`config.mk`:
```
export PLATFORM = sky130hd
export DESIGN_NAME = tmi_step_counter
export DESIGN_NICKNAME = d
export VERILOG_FILES = /design/src/rtl/tmi_step_counter.sv
export SDC_FILE = /design/constraint.sdc
export NUM_CORES = 1
export LEC_CHECK = 0
export ABC_AREA = 1
export CORE_MARGIN = 2
export CORE_UTILIZATION = 45
export DETAILED_ROUTE_END_ITERATION = 10
export GPL_ROUTABILITY_DRIVEN = 0
export PLACE_DENSITY = 0.73
export SLEW_MARGIN = 20
export SYNTH_ARGS = -nofsm -noshare
export SYNTH_HDL_FRONTEND = slang
export SYNTH_SLANG_ARGS = --single-unit
export TNS_END_PERCENT = 10
```
`constraint.sdc`:
```
create_clock -name clk -period 6.3 [get_ports clk]
set_clock_uncertainty 0.05 [all_clocks]
set_input_delay 0.945 -clock clk [delete_from_list [all_inputs] [get_ports clk]]
set_output_delay 0.945 -clock clk [all_outputs]
set_load 0.02 [all_outputs]
```
`src/rtl/tmi_step_counter.sv`:
```
// tmi_step_counter: registered up-counter around a ripple chain of 2-bit
// increment-with-carry cells. Each step waits SETTLE_CYCLES clocks for the
// chain to settle, then captures the chain's sum (or wraps to 0 at terminal).

// tmi_inc2: 2-bit increment-with-carry cell, {co, s} = a + ci.
module tmi_inc2 (
    input  logic [1:0] a,
    input  logic       ci,
    output logic [1:0] s,
    output logic       co
);
    assign {co, s} = {1'b0, a} + {2'b00, ci};
endmodule

module tmi_step_counter #(
    parameter int SLICES        = 4,
    parameter int MAX_COUNT     = 255,
    parameter int SETTLE_CYCLES = 10,
    localparam int WIDTH        = 2 * SLICES
) (
    input  logic             clk,
    input  logic             rst_n,
    input  logic             clr,
    input  logic             load,
    input  logic [WIDTH-1:0] load_val,
    input  logic             step_req,
    output logic             step_ack,
    output logic             tc,
    output logic             busy,
    output logic [WIDTH-1:0] count
);
    // Settle counter must reach SETTLE_CYCLES-1; keep at least one bit.
    localparam int SW = (SETTLE_CYCLES > 1) ? $clog2(SETTLE_CYCLES) : 1;
    localparam logic [SW-1:0]    SETTLE_LAST = SW'(SETTLE_CYCLES - 1);
    localparam logic [WIDTH-1:0] MAX_VAL     = WIDTH'(MAX_COUNT);

    typedef enum logic [1:0] {
        IDLE   = 2'd0,
        WAIT   = 2'd1,
        COMMIT = 2'd2
    } state_t;

    state_t          state, state_next;
    logic [SW-1:0]   settle_cnt, settle_next;
    logic [WIDTH-1:0] count_next;
    logic            ack_next, tc_next;

    logic [WIDTH-1:0] sum;
    logic [SLICES:0]  carry;
    logic             chain_co;

    // Ripple chain: slice 0 always increments, carries propagate upward.
    assign carry[0] = 1'b1;
    for (genvar i = 0; i < SLICES; i++) begin : g_slice
        tmi_inc2 u_slice (
            .a  (count[2*i+1:2*i]),
            .ci (carry[i]),
            .s  (sum[2*i+1:2*i]),
            .co (carry[i+1])
        );
    end
    assign chain_co = carry[SLICES];

    assign busy = (state != IDLE);

    // Next-state and next-output decode; clr aborts from any state.
    always_comb begin
        // NOTE: every output of this block gets a default first so no path
        // leaves a variable unassigned, which would otherwise infer a latch.
        state_next  = state;
        settle_next = settle_cnt;
        count_next  = count;
        ack_next    = 1'b0;
        tc_next     = 1'b0;

        if (clr) begin
            state_next = IDLE;
            count_next = '0;
        end else begin
            unique case (state)
                IDLE: begin
                    if (load) begin
                        count_next = load_val;
                    end else if (step_req) begin
                        settle_next = '0;
                        state_next  = WAIT;
                    end
                end
                WAIT: begin
                    if (settle_cnt == SETTLE_LAST) begin
                        state_next = COMMIT;
                    end else begin
                        settle_next = settle_cnt + 1'b1;
                    end
                end
                COMMIT: begin
                    ack_next   = 1'b1;
                    state_next = IDLE;
                    if (count >= MAX_VAL || chain_co) begin
                        count_next = '0;
                        tc_next    = 1'b1;
                    end else begin
                        count_next = sum;
                    end
                end
                default: state_next = IDLE;
            endcase
        end
    end

    // State, count and pulse registers with asynchronous reset.
    always_ff @(posedge clk or negedge rst_n) begin
        if (!rst_n) begin
            state      <= IDLE;
            settle_cnt <= '0;
            count      <= '0;
            step_ack   <= 1'b0;
            tc         <= 1'b0;
        end else begin
            // NOTE: non-blocking assignments here so every register samples
            // the pre-edge values computed by the combinational block.
            state      <= state_next;
            settle_cnt <= settle_next;
            count      <= count_next;
            step_ack   <= ack_next;
            tc         <= tc_next;
        end
    end
endmodule

```
==> qor.csv, run 1 <==
metric,value,unit
grt_pass1_vias,848,
hold_end,count[1],
fin_crit_sh,38.7,%
post_synth_xor_area_fraction,0.837,%
synth_edf_count,0,
die_w,52.2,um
num-fill-cells,208,
run_status,completed,
antenna_found_initial,0,
rows,17,
hold_path.class,flop to flop,
core,0.00221,sq mm
synth_nets,161,
avgSynthCellArea,7.53,sq um
pre_cts_ws,3870,ps
tritoncts,yes,
crit_type,flop to output port,
die_area,0.00273,sq mm
endpoint_kind,output port,
synth_warnings,0,
yosys.area_share.simple,35.9,%
netlist_area,0.00105,sq mm
grt_use_total,18.1,%
synth_ff_type,dfrtp_1,
synth_top_family_by_area,simple AND/OR/NAND/NOR gates,
leakagePower,0.666,nW
area_growth,26.7,%
yosysUniqueCellTypes,22,
clock_latency,280,ps
rsz0062_at_grt,no,
wl_per_cell,11.4,um
worst_slack,3860,ps
fin_nets,187,
rr_endpoint,count[3],
utilization,59.9,%
cts.repair.resized,0,
clockBufferDepth,2,
numCtsBuffers,3,
fin_crit,2440,ps
finalSetupTns,0,ps
setup-violations-final,0,
whs_path_depth,2,
max_freq,410,MHz
clk_pin_slew,100,ps
cts_max_level,1,
tightest_slew,684,ps
die_height,52.2,um
n_antenna_cell,0,
routed_via_density,4.86,
drt_iter0_drc,13,
drive_gt1_share,9.15,%
vias,934,
synthMuxAreaShare,0,%
clock_sinks,16,
ant_nets,0,
grt_max_degree,18,
maxCapViolCount,0,
synth_top_area_share,38.3,%
postCtsSetupRepairBufs,0,
cts_root_buf,clkbuf_4,
p_per_area,217,mW/mm^2
wirelength,2180,um
worst_ep_required_time,5300,ps
start_util,47.3,%
synth_compound_area_share,5.62,%
grt_pass1_wl,3640,um
worstPathMaxFanout,3,
rrSetupSlack,3940,ps
async_flop_share,100,%
io_pins,24,
cts_hold_buffers,0,
cp-start-kind,flop,
cp.arrival,1440,ps
maxSlewViolCount,0,
overflow,0,
holdCritStartpoint,count[1],
yosys.area.top_type,dfrtp_1,
first_pass_iters,6,
synth_area_leaders,"dfrtp_1, nand2_1, ha_1",
place_hpwl,1660,um
yosysSeqAreaShare,38.3,%
synth_cells,139,
rr_startpoint,count[0],
ys_ff_latch,16,
slew_headroom,54.3,%
hold_viol,0,
synthAdderAreaFrac,10.8,%
place.port_buffers,23,
rr_worst_depth,12,
drc,0,
ir_drop,218,uV
[final cells by class]
| type | count | area [sq um] | area share (%) |
|---|---|---|---|
| clock buffer | 4 | 36.3 | 2.74 |
| inverter | 18 | 67.6 | 5.10 |
| multi-input combinational | 103 | 556 | 41.9 |
| sequential | 16 | 400 | 30.2 |
| tap | 28 | 35.0 | 2.64 |
| timing repair buffer | 23 | 230 | 17.4 |
[routing by layer]
| layer | global-route usage, % | wire length (um) | share of wire, % | up-vias |
|---|---|---|---|---|
| met3 | 2.57 | 97 | 4.4 | 4 |
| met4 | 5.13 | 23 | 1.1 | 0 |
| met1 | 20.9 | 932 | 43 | 427 |
| li1 | - | - | - | 484 |
| met2 | 34.2 | 1130 | 52 | 19 |
| met5 | 0 | 0 | 0 | - |
[synth_stat cells (2+ instances only)]
cell	count
nor2_4	3
nor2_1	13
inv_2	2
nand2_2	2
nor2_2	2
buf_6	2
o21ai_0	2
ha_1	9
dfrtp_1	16
nand3_1	10
a21oi_1	2
inv_1	15
nand2_1	52
[worst max-delay path by stage]
stage          startpoint  endpoint  cells after the start
3_5_place_dp          clr  count[4]                      7
3_3_place_gp          clr  count[0]                      7
6_report         state[1]      busy                      3
5_1_grt          count[0]  count[7]                     13
4_1_cts          state[1]      busy                      3
2_1_floorplan    count[0]  count[7]                     13
[kinds of logic after synthesis]
group / after synthesis
xor+xnor: 1
fa+ha+maj: 9
compound gates: 8
buf+inv: 20
flops: 16
simple gates: 85
[power by group]
group          total, mW  internal (mW)  switching, mW
Combinational     0.0853         0.0395         0.0458
Sequential         0.135          0.117         0.0181
Clock             0.0673         0.0351         0.0322
[worst max-delay path, cell delays in order, from the launching register on]
cell and delay [ps]:
dfrtp_1 430, nor2_1 150, inv_1 50, clkdlybuf4s50_1 530
[registers in the layout, indices dropped and copies added (netlist names)]
signal / cells
settle_cnt: 4
state: 2
step_ack: 1
count: 8
tc: 1
[stage by stage]
step | hold slack (ps) | power [mW] | instances | instance area (sq um)
finish | 500 | 0.288 | 192 | 1330
floorplan | 465 | 0.188 | 139 | 1050
CTS | 505 | 0.290 | 192 | 1330
detailed placement | 453 | 0.223 | 188 | 1290
global placement | 464 | 0.218 | 188 | 1290
global route | 525 | 0.307 | 192 | 1330
[placed cells by master, fill, tap and decap left out, types with 3 or more instances in the layout]
master and count:
nand2_1 52, clkdlybuf4s50_1 23, dfrtp_1 16, inv_1 15, nor2_1 13, nand3_1 10
ha_1 9, nor2_4 3, clkbuf_4 3
No activity file was read; power rests on OpenSTA's default activity.
==> inputs of run 2 (changes only) <==
--- a/config.mk
+++ b/config.mk
@@ -7,10 +7,10 @@
 export LEC_CHECK = 0
 export ABC_AREA = 1
 export CORE_MARGIN = 2
-export CORE_UTILIZATION = 45
+export CORE_UTILIZATION = 44
 export DETAILED_ROUTE_END_ITERATION = 10
 export GPL_ROUTABILITY_DRIVEN = 0
-export PLACE_DENSITY = 0.73
+export PLACE_DENSITY = 0.74
 export SLEW_MARGIN = 20
 export SYNTH_ARGS = -nofsm -noshare
 export SYNTH_HDL_FRONTEND = slang
==> constraint.sdc (replaced) <==
create_clock -name clk -period 2.1 [get_ports clk]
set_clock_uncertainty 0.05 [all_clocks]
set_input_delay 0.315 -clock clk [delete_from_list [all_inputs] [get_ports clk]]
set_output_delay 0.315 -clock clk [all_outputs]
set_load 0.02 [all_outputs]
==> run 2 against run 1 <==
Against the previous run: count of clock-buffer cells in the layout stayed put; die area is 2.1% higher; setup slack worse by 3900 ps; sequential share of layout area is 2.5 points lower; clock power grew to 3.2 times the previous value; design area is 9.6% higher; critical endpoint is now count[7]; largest power group unchanged; highest routed layer unchanged.
==> qor.csv, run 2 (synthesized netlist as in run 1, its figures left out) <==
metric,value,unit
run_status,completed,
p_sw,0.316,mW
crit_type,flop to flop,
fin_crit,2090,ps
fin_nets,191,
ant_nets,0,
drt_iter0_drc,5,
utilization,65.0,%
drive_gt1_share,18.5,%
pwr-share-comb,30.7,%
use_met2,36.9,%
cts_hold_buffers,0,
die_area,0.00278,sq mm
cp.arrival,2280,ps
worstPathMaxFanout,3,
vias,965,
reg_top3,"count (8), settle_cnt (4), state (2)",
setup-violations-final,0,
n_antenna_cell,0,
antenna_found_initial,0,
tritoncts,yes,
hold_viol,0,
grt_pass1_vias,921,
routed_via_density,4.92,
cp-start-kind,flop,
dp_cells,192,
wirelength,2370,um
p_per_area,624,mW/mm^2
ir_drop,480,uV
final_common_cell,nand2_1,
largest_reg_flops,8,
leakagePower,0.671,nW
finalSetupTns,0,ps
layout_common_cells,"nand2_1, clkdlybuf4s50_1, inv_1, dfrtp_1, nor2_1",
grt_util_met3,3.43,%
drc,0,
largest-register,count,
rsz0062_at_grt,yes,
place.port_buffers,23,
num-fill-cells,203,
first_pass_iters,4,
die_w,52.8,um
area_growth,38.9,%
clockBufferDepth,2,
die_height,52.8,um
endpoint_kind,flop,
place_hpwl,1850,um
pwr-share-seq,45.6,%
core,0.00223,sq mm
power_switching_share,34.8,%
hold_path.class,input port to asynchronous set/reset pin,
overflow,0,
clock_power_share,23.7,%
tightest_slew,492,ps
postCtsSetupRepairBufs,0,
fin_crit_sh,99.6,%
maxCapViolCount,0,
grt_max_degree,18,
rows,17,
p_int,0.590,mW
io_pins,24,
fin_cells,196,
clock_latency,300,ps
maxSlewViolCount,0,
cts_max_level,1,
clk_pin_slew,100,ps
cts_root_buf,clkbuf_4,
grt-busiest-layer,met2,
met1_usage,20.7,%
grt_pass1_wl,3880,um
wl_per_cell,12.1,um
p_total,0.906,mW
slew_headroom,67.1,%
clock_sinks,16,
worst_ep_required_time,2290,ps
grt_use_total,19.2,%
max_freq,478,MHz
numCtsBuffers,3,
start_util,46.8,%
## run 2: cell count changes in the layout (fill, tap and decap cells not counted)
cell / before / now
ha_1: 9 / 2
clkinv_1: 1 / 0
buf_4: 0 / 4
inv_2: 2 / 3
dfrtp_2: 0 / 2
nor2_1: 13 / 12
inv_6: 0 / 1
dfrtp_1: 16 / 14
inv_1: 15 / 14
nor2_2: 2 / 3
ha_4: 0 / 7
## run 2: timing repair
| item | CTS | global route |
|---|---|---|
| gates resized for setup | 2 | 4 |
| pin swaps | 2 | 0 |
| setup endpoints to repair | 8 | 5 |
## run 2: power groups by stage
stage	clock [mW]	combinational, mW	sequential [mW]
global route	0.231	0.317	0.419
detailed placement	0	0.280	0.419
CTS	0.218	0.282	0.413
floorplan	0	0.148	0.429
global placement	0	0.270	0.413
finish	0.214	0.278	0.413
## run 2: final timing paths
path / startpoint / to / slack (ps) / cells past startpoint
min in group clk: count[1] / count[1] / 500 / 2
worst min-delay path: rst_n / count[3] / 290 / 1
worst max register to register: count[1] / count[7] / 9 / 13
worst min register to register: count[1] / count[1] / 500 / 2
worst max-delay path: count[1] / count[7] / 9 / 13
max in group asynchronous: rst_n / tc / 1220 / 2
## run 2: final cells by class
class,count,area [sq um],share of cell area [%]
multi-input cells,103,646,44.4
flip-flops and latches,16,403,27.7
repair buffers,27,260,17.9
inverters,18,72.6,5.00
clock buffers,4,36.3,2.50
well taps,28,35.0,2.41
## run 2: routing by layer
layer | vias to the layer above | share of wire, % | wire [um]
met5 | - | 0 | 0
met4 | 0 | 1.2 | 29
met3 | 4 | 2.4 | 56
met2 | 11 | 56 | 1320
met1 | 459 | 41 | 962
li1 | 491 | - | -
## run 2: critical path, stage by stage (launching register included)
cell,delay [ps]
dfrtp_2,450
ha_4,180
ha_4,150
ha_4,150
ha_4,150
ha_4,150
ha_4,150
ha_4,250
inv_2,30
nor2_2,70
nand3_1,80
nand2_1,70
nand2_1,40
nand2_1,50
## run 2: stage by stage
stage / hold WS (ps) / setup WS (ps) / cell area [sq um]
finish: 286 / 9.16 / 1450
global placement: 470 / 25.1 / 1400
global route: 322 / -101 / 1450
floorplan: -30.6 / 2.42 / 1120
CTS: 306 / 2.71 / 1450
detailed placement: 481 / -18.5 / 1400
==> inputs of run 3 (changes only) <==
--- a/config.mk
+++ b/config.mk
@@ -11,6 +11,7 @@
 export DETAILED_ROUTE_END_ITERATION = 10
 export GPL_ROUTABILITY_DRIVEN = 0
 export PLACE_DENSITY = 0.74
+export SETUP_SLACK_MARGIN = 0.15
 export SLEW_MARGIN = 20
 export SYNTH_ARGS = -nofsm -noshare
 export SYNTH_HDL_FRONTEND = slang
==> run 3 against run 2 <==
Against the previous run: clock power hardly changed; setup slack better by 5.1 ps; first-iteration DRC count is 140% higher; cell count is 0.51% higher; global-route usage is 0.26 points lower; maximum frequency is 0.25% higher; sequential share of layout area is 0.14 points lower; combinational power hardly changed; critical path type unchanged.
==> qor.csv, run 3 (synthesized netlist as in run 1, its figures left out) <==
metric,value,unit
num-fill-cells,191,
fin_cells,197,
clockBufferDepth,2,
drc,0,
cts_root_buf,clkbuf_4,
vias,933,
run_status,completed,
overflow,0,
final_common_cell,nand2_1,
area_growth,39.6,%
hold_path.class,input port to asynchronous set/reset pin,
crit_type,flop to flop,
cts_max_level,1,
worstPathCellList,"ha_4, ha_4, ha_4, ha_4, ha_4, ha_4, ha_4, inv_2, nor2_1, nand3_1, nand2_1, nand2_1, nand2_1",
slew_headroom,79.7,%
layout_common_cells,"nand2_1, clkdlybuf4s50_1, inv_1, dfrtp_1, nor2_1",
worst_ep_required_time,2290,ps
cp.arrival,2270,ps
tightest_slew,304,ps
p_total,0.899,mW
core,0.00223,sq mm
grt_pass1_wl,3770,um
clock_sinks,16,
largest_reg_flops,8,
grt_max_degree,18,
leakagePower,0.677,nW
routed_via_density,4.74,
max_freq,479,MHz
p_sw,0.307,mW
die_height,52.8,um
fin_nets,192,
tritoncts,yes,
n_antenna_cell,0,
drive_gt1_share,18.3,%
grt_pass1_vias,881,
dp_cells,191,
clock_latency,290,ps
endpoint_kind,flop,
io_pins,24,
drt_iter0_drc,12,
rrSetupSlack,10,ps
ir_drop,470,uV
crit_slowest_cell,dfrtp_2,
ant_nets,0,
die_w,52.8,um
fin_crit,2090,ps
wirelength,2240,um
cp-start-kind,flop,
maxCapViolCount,0,
cp_common_cell,ha_4,
pwr-share-comb,31.0,%
p_per_area,616,mW/mm^2
die_area,0.00278,sq mm
clk_pin_slew,100,ps
worstPathMaxFanout,2,
hold_ws,279,ps
fin_crit_sh,99.3,%
critPathBufInv,1,
pwr-share-seq,45.6,%
wl_per_cell,11.3,um
maxSlewViolCount,0,
start_util,46.8,%
worst_path_largest_cell_delay,440,ps
numCtsBuffers,3,
antenna_found_initial,0,
place_hpwl,1680,um
seqCellArea,403,sq um
grt_use_total,18.9,%
first_pass_iters,4,
p_int,0.592,mW
rows,17,
power_switching_share,34.1,%
largest-register,count,
clock_power_share,23.5,%
multi_input_area,643,sq um
cp_top_family,adder cells,
reg_top3,"count (8), settle_cnt (4), state (2)",
setup-violations-final,0,
place.port_buffers,23,
rsz0062_at_grt,yes,
hold_viol,0,
run 3: repair_timing:
action,in CTS,in global routing
pin swaps,13,12
setup endpoints to repair,9,8
resized for setup,3,1
buffers inserted,2,0
hold buffers,0,0
run 3: routing by layer:
metal	GRT usage (%)	wire length [um]
met5	0	0
met1	23.3	1020
met3	3.71	93
met2	32.1	1080
met4	7.69	38
run 3: final cells by class:
type                    instances  share of cell area [%]
clock buffers                   4                    2.49
inverters                      18                    5.14
flip-flops and latches         16                    27.6
multi-input cells             103                    44.0
repair buffers                 28                    18.3
well taps                      28                    2.40
run 3: through the flow:
stage / util, % / instance area [sq um] / TNS, ps / setup WS [ps]
detailed placement: 62.7 / 1400 / 0 / 8.54
CTS: 65.3 / 1460 / -1.67 / -1.67
global route: 65.4 / 1460 / -57.3 / -57.3
finish: 65.4 / 1460 / 0 / 14.3
floorplan: - / 1140 / 0 / 24.8
global placement: 62.7 / 1400 / 0 / 49.2
run 3: power by group through the flow:
stage	Sequential [mW]	Clock [mW]	Combinational, mW
2_1_floorplan	0.430	0	0.149
6_report	0.410	0.211	0.278
5_1_grt	0.419	0.229	0.315
4_1_cts	0.409	0.226	0.281
3_3_place_gp	0.414	0	0.263
3_5_place_dp	0.417	0	0.271
run 3: worst paths after layout:
path	startpoint	end	depth (start not counted)
max	count[1]	count[7]	13
min	rst_n	count[4]	2
max reg2reg	count[1]	count[7]	13
min reg2reg	settle_cnt[0]	settle_cnt[0]	1
max in group asynchronous	rst_n	count[1]	2
min in group clk	settle_cnt[0]	settle_cnt[0]	1
==> RTL edit, RTL diff (config.mk and constraints of run 3) <==
The 3 states of `state_t` get a one-hot encoding in 3 bits.
--- a/src/rtl/tmi_step_counter.sv
+++ b/src/rtl/tmi_step_counter.sv
@@ -35,8 +35,8 @@
     localparam logic [WIDTH-1:0] MAX_VAL     = WIDTH'(MAX_COUNT);
 
-    typedef enum logic [1:0] {
-        IDLE   = 2'd0,
-        WAIT   = 2'd1,
-        COMMIT = 2'd2
+    typedef enum logic [2:0] {
+        IDLE   = 3'b001,
+        WAIT   = 3'b010,
+        COMMIT = 3'b100
     } state_t;
 
Check against the original RTL: no difference found for any inputs over 10 cycles, from zero or initial values and one cycle with rst_n low; not proved beyond that.
==> RTL edit against run 3 <==
  * Clock power shrank 17%
  * Area after synthesis grew 7.5%
  * Power shrank 18%
  * Sequential cell count grew 1
  * Design area grew 5.2%
  * Cell count grew 3.6%
  * Wire length grew 5.8%
  * Combinational power shrank 33%
  * Global-route usage shrank 0.47 points
  * Count of clock-buffer cells in the layout shrank 1
  * Worst setup slack gained 30 ps
==> RTL edit: results (changes against run 3) <==
Final nets: 197 (+2.6%)
Ranking of synthesized cells by instance count: nand2_1, dfrtp_1, nor2_1
Top flop regs: count (8), settle_cnt (4), state (3)
P_sw: 0.0002272 W (-26%)
Syn nets: 166 (+3.1%)
Hold slack: 232.2 ps (-46.61 ps)
Sequential share of the synthesized area: 0.3793 (-0.003465)
Met2 usage: 0.3434 (+0.02254)
Initial core utilization: 0.4582 (-0.01014)
Post-DP HPWL: 1851 µm (+10%)
Fraction of layout cells with a size suffix above 1: 0.2011 (+0.01772)
Layout filler cell count: 218 (+14%)
WL per Instance: 11.59 µm (+2.2%)
R2r setup slk: 40 ps (+30 ps)
Grt met3 use: 0.02732 (-0.009820)
Global-route wire length before repair: 3836 µm (+1.6%)
P_leak: 0.7542 nW (+11%)
Outcome: finished, final reports clean
All-Layer GR Usage: 0.1848 (-0.004691)
DR vias/cell: 4.848 (+2.4%)
Top post-synthesis cells by area: dfrtp_1, nand2_1, ha_1
Largest net degree at the start of global routing: 19 (+1)
Distinct cells, synth: 26 (+18%)
WP data arrival: 2240 ps (-30 ps)
Worst VDD drop: 0.3627 mV (-23%)
Vias in the first global route: 918 (+4.2%)
M1 GR Usage: 0.2052 (-0.02792)
Max transition margin: 0.7732 (-0.02387)
==> RTL edit: final timing paths <==
kind,startpoint,to,depth (start not counted)
max in group asynchronous,rst_n,count[6],2
hold reg to reg,settle_cnt[1],settle_cnt[1],2
setup reg to reg,count[0],count[7],13
min in group clk,settle_cnt[1],settle_cnt[1],2
hold / removal,rst_n,count[3],1
setup / recovery,count[0],count[7],13
==> RTL edit: routing by layer <==
layer | part of all wire | up-vias
met3 | 0.043 | 2
met1 | 0.43 | 456
li1 | - | 511
met4 | 0.0059 | 0
met5 | 0 | -
met2 | 0.52 | 20
==> RTL edit: metrics by stage <==
step / power, W / instance area [µm²] / cells / TNS, ps / setup slack (ps)
after global placement: 0.0005571 / 1486 / 198 / 0 / 56.17
after floorplan: 0.0004744 / 1215 / 144 / 0 / 41.42
after global routing: 0.0007847 / 1536 / 204 / -78.92 / -78.92
after detailed placement: 0.0005625 / 1486 / 198 / 0 / 4.473
final: 0.0007345 / 1536 / 204 / 0 / 44.76
after CTS: 0.0007476 / 1530 / 204 / 0 / 36.66
==> RTL edit: cell families (layout without fill, tap and decap cells) <==
| kind of cell | Yosys count | after routing | synth area share |
|---|---|---|---|
| AOI/OAI and AO/OA | 3 | 3 | 0.01557 |
| DFF | 17 | 17 | 0.3793 |
| xor gates and xnor gates | 2 | 2 | 0.01558 |
| buffers and inverters | 18 | 48 | 0.06674 |
| adders and majority gates | 9 | 9 | 0.1001 |
| and+or+nand+nor | 95 | 95 | 0.4227 |
==> RTL edit: layout make-up <==
cell class	count	share of cell area
multi-input cells	109	0.4625
flip-flops and latches	17	0.2793
repair buffers	27	0.1710
inverters	17	0.04479
well taps	30	0.02443
clock buffers	3	0.01466
clock inverters	1	0.003257
==> RTL edit: repair_timing <==
item                       in CTS  in global routing
gates resized for setup         1                  4
hold buffers                    0                  0
setup endpoints to repair       9                  9
pin swaps                       2                  8
setup buffers                   2                  0
==> RTL edit: worst register-to-register path, stage by stage (launching register included) <==
cell     delay [ps]
dfrtp_2         440
ha_4            170
ha_4            150
ha_4            150
ha_4            150
ha_4            150
ha_4            150
ha_4            250
inv_2            20
nor2_1           70
nand3_1          70
nand2_1          70
nand2_1          40
nand2_1          50
==> RTL edit: power by group through the flow <==
| stage | registers [W] | clock network, W | logic (W) |
|---|---|---|---|
| 5_1_grt | 0.000375 | 0.000201 | 0.000209 |
| 6_report | 0.000372 | 0.000176 | 0.000187 |
| 3_3_place_gp | 0.000379 | 0 | 0.000178 |
| 4_1_cts | 0.000372 | 0.000185 | 0.000190 |
| 2_1_floorplan | 0.000393 | 0 | 0.0000812 |
| 3_5_place_dp | 0.000380 | 0 | 0.000182 |
